**src/rtl/pc_fetch_ctrl_if.sv**
```systemverilog
// Fetch-controller bundle: instruction-memory request/response plus the
// backend-facing instruction buffer, stall and redirect.
interface pc_fetch_ctrl_if;
    logic        Stall;
    logic        Redirect;
    logic [31:0] Redirect_Pc;
    logic        I_req;
    logic [31:0] I_addr;
    logic        I_ready;
    logic [31:0] I_rdata;
    logic        Inst_valid;
    logic [31:0] Inst;
    logic [31:0] Inst_pc;

    modport master (
        input  Stall, Redirect, Redirect_Pc, I_ready, I_rdata,
        output I_req, I_addr, Inst_valid, Inst, Inst_pc
    );

    modport slave (
        output Stall, Redirect, Redirect_Pc, I_ready, I_rdata,
        input  I_req, I_addr, Inst_valid, Inst, Inst_pc
    );
endinterface

```
**src/rtl/pc_fetch_ctrl.sv**
```systemverilog
// Instruction fetch controller: one outstanding memory request, a registered
// output buffer and a one-entry skid buffer for responses that land during a stall.
module pc_fetch_ctrl #(
    parameter logic [31:0] RESET_PC = 32'h0000_0000
) (
    input  logic            clk,
    input  logic            rst,
    pc_fetch_ctrl_if.master bus
);

    typedef enum logic [1:0] {
        StIdle    = 2'd0,
        StFetch   = 2'd1,
        StHold    = 2'd2,
        StDiscard = 2'd3
    } state_e;

    state_e      state_q, state_d;
    logic [31:0] pc_q, pc_d;
    logic [31:0] disc_addr_q, disc_addr_d;
    logic        inst_valid_q, inst_valid_d;
    logic [31:0] inst_q, inst_d;
    logic [31:0] inst_pc_q, inst_pc_d;
    logic        skid_valid_q, skid_valid_d;
    logic [31:0] skid_inst_q, skid_inst_d;
    logic [31:0] skid_pc_q, skid_pc_d;
    logic        req_q, req_d;
    logic [31:0] addr_q, addr_d;

    logic        consume;
    logic        buf_free;
    logic [31:0] redirect_target;
    logic [31:0] pc_inc;

    assign consume         = inst_valid_q & ~bus.Stall;
    assign buf_free        = ~inst_valid_q | ~bus.Stall;
    assign redirect_target = bus.Redirect_Pc & 32'hFFFF_FFFC;
    assign pc_inc          = pc_q + 32'd4;

    always_comb begin
        state_d      = state_q;
        pc_d         = pc_q;
        disc_addr_d  = disc_addr_q;
        inst_valid_d = inst_valid_q;
        inst_d       = inst_q;
        inst_pc_d    = inst_pc_q;
        skid_valid_d = skid_valid_q;
        skid_inst_d  = skid_inst_q;
        skid_pc_d    = skid_pc_q;

        if (consume) begin
            inst_valid_d = 1'b0;
        end

        unique case (state_q)
            StIdle: begin
                state_d = StFetch;
            end
            StFetch: begin
                if (bus.Redirect) begin
                    inst_valid_d = 1'b0;
                    skid_valid_d = 1'b0;
                    pc_d         = redirect_target;
                    // Request still in flight: remember its address so it stays stable.
                    if (!bus.I_ready) begin
                        disc_addr_d = pc_q;
                        state_d     = StDiscard;
                    end
                end else if (bus.I_ready) begin
                    pc_d = pc_inc;
                    if (buf_free) begin
                        inst_valid_d = 1'b1;
                        inst_d       = bus.I_rdata;
                        inst_pc_d    = pc_q;
                    end else begin
                        skid_valid_d = 1'b1;
                        skid_inst_d  = bus.I_rdata;
                        skid_pc_d    = pc_q;
                        state_d      = StHold;
                    end
                end
            end
            StHold: begin
                if (bus.Redirect) begin
                    inst_valid_d = 1'b0;
                    skid_valid_d = 1'b0;
                    pc_d         = redirect_target;
                    state_d      = StFetch;
                end else if (!bus.Stall) begin
                    inst_valid_d = skid_valid_q;
                    inst_d       = skid_inst_q;
                    inst_pc_d    = skid_pc_q;
                    skid_valid_d = 1'b0;
                    state_d      = StFetch;
                end
            end
            StDiscard: begin
                if (bus.Redirect) begin
                    inst_valid_d = 1'b0;
                    skid_valid_d = 1'b0;
                    pc_d         = redirect_target;
                end
                if (bus.I_ready) begin
                    state_d = StFetch;
                end
            end
            default: begin
                state_d = StIdle;
            end
        endcase

        // Request outputs are registered from the next state, so they are glitch-free.
        req_d  = (state_d == StFetch) || (state_d == StDiscard);
        addr_d = (state_d == StDiscard) ? disc_addr_d : pc_d;
    end

    always_ff @(posedge clk) begin
        if (rst) begin
            state_q      <= StIdle;
            pc_q         <= RESET_PC;
            disc_addr_q  <= 32'h0;
            inst_valid_q <= 1'b0;
            inst_q       <= 32'h0;
            inst_pc_q    <= 32'h0;
            skid_valid_q <= 1'b0;
            skid_inst_q  <= 32'h0;
            skid_pc_q    <= 32'h0;
            req_q        <= 1'b0;
            addr_q       <= RESET_PC;
        end else begin
            state_q      <= state_d;
            pc_q         <= pc_d;
            disc_addr_q  <= disc_addr_d;
            inst_valid_q <= inst_valid_d;
            inst_q       <= inst_d;
            inst_pc_q    <= inst_pc_d;
            skid_valid_q <= skid_valid_d;
            skid_inst_q  <= skid_inst_d;
            skid_pc_q    <= skid_pc_d;
            req_q        <= req_d;
            addr_q       <= addr_d;
        end
    end

    assign bus.I_req      = req_q;
    assign bus.I_addr     = addr_q;
    assign bus.Inst_valid = inst_valid_q;
    assign bus.Inst       = inst_q;
    assign bus.Inst_pc    = inst_pc_q;

endmodule

```
**src/flat_wrapper.sv**
```systemverilog
// flat-port wrapper written by rule: the top's interface ports become plain ports
module pc_fetch_ctrl_flat 
#(
    parameter logic [31:0] RESET_PC = 32'h0000_0000
)
  (clk, rst, bus_Stall, bus_Redirect, bus_Redirect_Pc, bus_I_ready, bus_I_rdata, bus_I_req, bus_I_addr, bus_Inst_valid, bus_Inst, bus_Inst_pc);
  pc_fetch_ctrl_if bus_i ();
  input  logic clk;
  input  logic rst;
  input wire logic [$bits(bus_i.Stall)-1:0] bus_Stall;
  input wire logic [$bits(bus_i.Redirect)-1:0] bus_Redirect;
  input wire logic [$bits(bus_i.Redirect_Pc)-1:0] bus_Redirect_Pc;
  input wire logic [$bits(bus_i.I_ready)-1:0] bus_I_ready;
  input wire logic [$bits(bus_i.I_rdata)-1:0] bus_I_rdata;
  output wire logic [$bits(bus_i.I_req)-1:0] bus_I_req;
  output wire logic [$bits(bus_i.I_addr)-1:0] bus_I_addr;
  output wire logic [$bits(bus_i.Inst_valid)-1:0] bus_Inst_valid;
  output wire logic [$bits(bus_i.Inst)-1:0] bus_Inst;
  output wire logic [$bits(bus_i.Inst_pc)-1:0] bus_Inst_pc;
  assign bus_i.Stall = bus_Stall;
  assign bus_i.Redirect = bus_Redirect;
  assign bus_i.Redirect_Pc = bus_Redirect_Pc;
  assign bus_i.I_ready = bus_I_ready;
  assign bus_i.I_rdata = bus_I_rdata;
  assign bus_I_req = bus_i.I_req;
  assign bus_I_addr = bus_i.I_addr;
  assign bus_Inst_valid = bus_i.Inst_valid;
  assign bus_Inst = bus_i.Inst;
  assign bus_Inst_pc = bus_i.Inst_pc;
  pc_fetch_ctrl #(.RESET_PC(RESET_PC)) u_core (.clk(clk), .rst(rst), .bus(bus_i));
endmodule
```
**config.mk**
```make
export PLATFORM = sky130hd
export DESIGN_NAME = pc_fetch_ctrl_flat
export DESIGN_NICKNAME = d
export VERILOG_FILES = /design/src/rtl/pc_fetch_ctrl_if.sv /design/src/rtl/pc_fetch_ctrl.sv /design/src/flat_wrapper.sv
export SDC_FILE = /design/constraint.sdc
export NUM_CORES = 1
export LEC_CHECK = 0
export CAP_MARGIN = 5
export CORE_MARGIN = 2
export CORE_UTILIZATION = 40
export CTS_CLUSTER_DIAMETER = 80
export CTS_CLUSTER_SIZE = 8
export DETAILED_ROUTE_END_ITERATION = 8
export SETUP_SLACK_MARGIN = 0.5
export SYNTH_ARGS = -nofsm -noshare
export SYNTH_HDL_FRONTEND = slang
export SYNTH_SLANG_ARGS = --single-unit
```
**constraint.sdc**
```tcl
create_clock -name clk -period 6 [get_ports clk]
set_input_delay 1.2 -clock clk [delete_from_list [all_inputs] [get_ports clk]]
set_output_delay 1.2 -clock clk [all_outputs]
set_load 0.03 [all_outputs]
```
==> run_results.csv <==
group,metric,value,unit
logic_synthesis,synth.top_cell.area_share,45.6,%
power_and_ir_drop,peakVddDrop,0.200,mV
clock_tree,hold_buffers,0,
detailed_routing,drt_wl_total,27.4,mm
power_and_ir_drop,switching_share,24.3,%
logic_synthesis,ys_ff_latch,228,
cells_and_area,nNetsFinal,1343,
logic_synthesis,synthesis.area,0.0100,mm^2
place,place_congestion,0.911,
global_routing,grt_pass1_vias,7969,
worst_setup_path,path_cells,"clkdlybuf4s50_1, buf_4, and2b_1, nand4_1, a311oi_2, nand2_1, a211oi_1",
global_routing,grt_max_degree,123,
clock_tree,clk_latency,0.50,ns
floorplanning,io-pin-count,167,
cells_and_area,final_cells,1595,
cells_and_area,diodes,0,
clock_tree,cts-resized-gates,0,
cells_and_area,design_area,0.0126,mm^2
clock_tree,clockBufferDepth,3,
clock_tree,htree_levels,2,
clock_tree,clkTransAtPathRegs,0.05,ns
cells_and_area,area_growth,26.3,%
hold_path,hold_path_class,"register to register",
global_routing,grt_pass1_wl,43.5,mm
detailed_routing,dr_total_vias,8525,
timing,max_freq,280,MHz
run_status,outcome,"completed",
power_and_ir_drop,power_density,298,mW/mm^2
clock_tree,cts.sinks,228,
cells_and_area,drive_gt1_share,7.00,%
worst_setup_path,critPathKind,"input port to register",
logic_synthesis,synth_warnings,0,
worst_setup_path,cp_slowest_stage_delay,0.73,ns
clock_tree,root_buffer,"clkbuf_16",
power_and_ir_drop,p_seq_share,42.7,%
power_and_ir_drop,switchingPower,0.914,mW
timing,fin_skew,0.0188,ns
global_routing,use_met3,4.24,%
worst_setup_path,cp.required,6.39,ns
logic_synthesis,synthTopCellsByArea,"dfxtp_1, mux2i_1, nor2_1",
timing,setup_viol,0,
logic_synthesis,synth_edf_count,0,
clock_tree,cts_tree,"yes",
logic_synthesis,synth_common_cells,"dfxtp_1, nor2_1, nand2_1",
floorplanning,start_util,40.9,%
power_and_ir_drop,clkPwrFrac,46.3,%
timing,grt_setup_unrepaired,"false",
clock_tree,cts_buffers,34,
detailed_routing,drc,0,
timing,fin_crit_sh,59.5,%
timing,max_slew_margin,28.5,%
global_routing,gr-max-usage-layer,"met1",
logic_synthesis,post_synth_num_cell_types,74,
timing,finalHoldViolations,0,
global_routing,grt.total_usage,20.5,%
place,placed_cell_area,0.0117,mm^2
detailed_routing,vias_per_cell,5.34,
detailed_routing,drtIter0Drc,891,
logic_synthesis,synth_area_leader_cell,"dfxtp_1",
floorplanning,die_height,162,um
clock_tree,cts_setup_buffers,0,
logic_synthesis,yosysMostFrequentCell,"dfxtp_1",
global_routing,grtUsageMet1,30.4,%
floorplanning,rows,57,
cells_and_area,final_core_util,51.7,%
detailed_routing,wire_per_inst,17.2,um
timing,fin_crit,3.57,ns
logic_synthesis,synth_flop_cell,"dfxtp_1",
detailed_routing,postRouteAntennaNets,0,
floorplanning,die_w,162,um
worst_setup_path,crit_fanout,24,
worst_setup_path,crit_path_top_delay_cell,"nand2_1",
floorplanning,coreArea,0.0245,mm^2
worst_setup_path,cp.arrival,3.96,ns
place,placedCellCount,1557,
flow_run,max_cap_violations,0,
global_routing,use_met2,30.1,%
logic_synthesis,synth_cells,1158,
timing,worstMarginPinSlew,1.07,ns
logic_synthesis,ys_seq_area_share,45.6,%
place,port_buffers,164,
timing,fin_setup_tns,0,ns
global_routing,antenna_found_initial,0,
place,hpwl,17.4,mm
global_routing,grt-ovfl-total,0,
timing,slew_violations,0,
logic_synthesis,async_flop_share,0,%
floorplanning,dieArea,0.0263,mm^2
detailed_routing,dr.pass1.iters,5,
power_and_ir_drop,combPwrFrac,11.1,%
power_and_ir_drop,p_leak,4.42,nW
logic_synthesis,syn-mean-instance-area,8.64,um^2
worst_setup_path,startpoint_type,"input port",
power_and_ir_drop,p_int,2.85,mW
logic_synthesis,synth_nets,1232,
worst_setup_path,end_kind,"register",
## logic make-up after synthesis
kind of cell | Yosys count | synth area share (%)
simple gates | 410 | 18.4
compound gates | 298 | 19.9
flops | 228 | 45.6
buf+inv | 119 | 5.75
mux | 97 | 9.74
fa+ha+maj | 5 | 0.625
xor+xnor | 1 | 0.0875
## worst max-delay path, delay by kind of cell
family / cells / cell delay, ns
and+or+nand+nor: 3 / 1.18
AOI/OAI and AO/OA: 2 / 0.91
buffers and inverters: 2 / 0.66
## per-layer routing
| layer | part of all wire, % | vias to the layer above |
|---|---|---|
| met2 | 43 | 284 |
| met3 | 6.6 | 36 |
| met1 | 49 | 3911 |
| li1 | - | 4294 |
| met4 | 1.5 | 0 |
| met5 | 0 | - |
## placed cells by master, fill, tap and decap left out, types with 10 or more instances in the layout
cell type	n
a211oi_1	72
a21o_1	21
clkbuf_16	37
clkdlybuf4s50_1	163
dfxtp_1	228
nor2_1	159
buf_4	17
and3_1	10
mux2i_1	94
inv_1	12
a21oi_1	107
nand2_1	151
nand4_1	10
o21ai_0	24
nand3_1	17
## worst paths after layout
path,start,to,slack [ns],depth (start not counted)
hold reg to reg,u_core.skid_inst_q[29],u_core.skid_inst_q[29],0.45,2
hold / removal,u_core.skid_inst_q[29],u_core.skid_inst_q[29],0.45,2
setup reg to reg,u_core.state_q[0],u_core.bus.I_addr[8],2.89,7
setup / recovery,bus_Redirect,u_core.bus.I_addr[8],2.43,7
## registers in the layout (all words and copies together), names as in the netlist
| register | cells |
|---|---|
| u_core.bus.I_addr | 32 |
| u_core.bus.Inst | 32 |
| u_core.bus.Inst_pc | 32 |
| u_core.disc_addr_q | 32 |
| u_core.pc_q | 32 |
| u_core.skid_inst_q | 32 |
| u_core.skid_pc_q | 32 |
| u_core.state_q | 2 |
| u_core.bus.Inst_valid | 1 |
| u_core.skid_valid_q | 1 |
## power by group through the flow
stage / sequential (mW) / combinational [mW] / clock (mW)
after floorplan: 1.68 / 0.198 / 0
after global placement: 1.64 / 0.414 / 0
after detailed placement: 1.64 / 0.416 / 0
after CTS: 1.61 / 0.418 / 1.79
after global routing: 1.61 / 0.452 / 1.86
final: 1.61 / 0.417 / 1.74
## stage by stage
step                      total power [mW]  hold WS [ns]  setup WS [ns]
after floorplan                       1.88         0.436           3.22
after global placement                2.05         0.441           1.93
final                                 3.77         0.450           2.43
after detailed placement              2.05         0.446           1.90
after global routing                  3.92         0.465           2.25
after CTS                             3.82         0.453           2.41
## cell type report
cell class / instances / area, um^2
Fill cell: 2280 / 11800
Multi-Input combinational cell: 811 / 4900
Sequential cell: 228 / 4560
Timing Repair Buffer: 181 / 1770
Clock buffer: 37 / 926
Tap cell: 324 / 405
Inverter: 13 / 48.8
Clock inverter: 1 / 30.0
No activity file was read; power rests on OpenSTA's default activity.
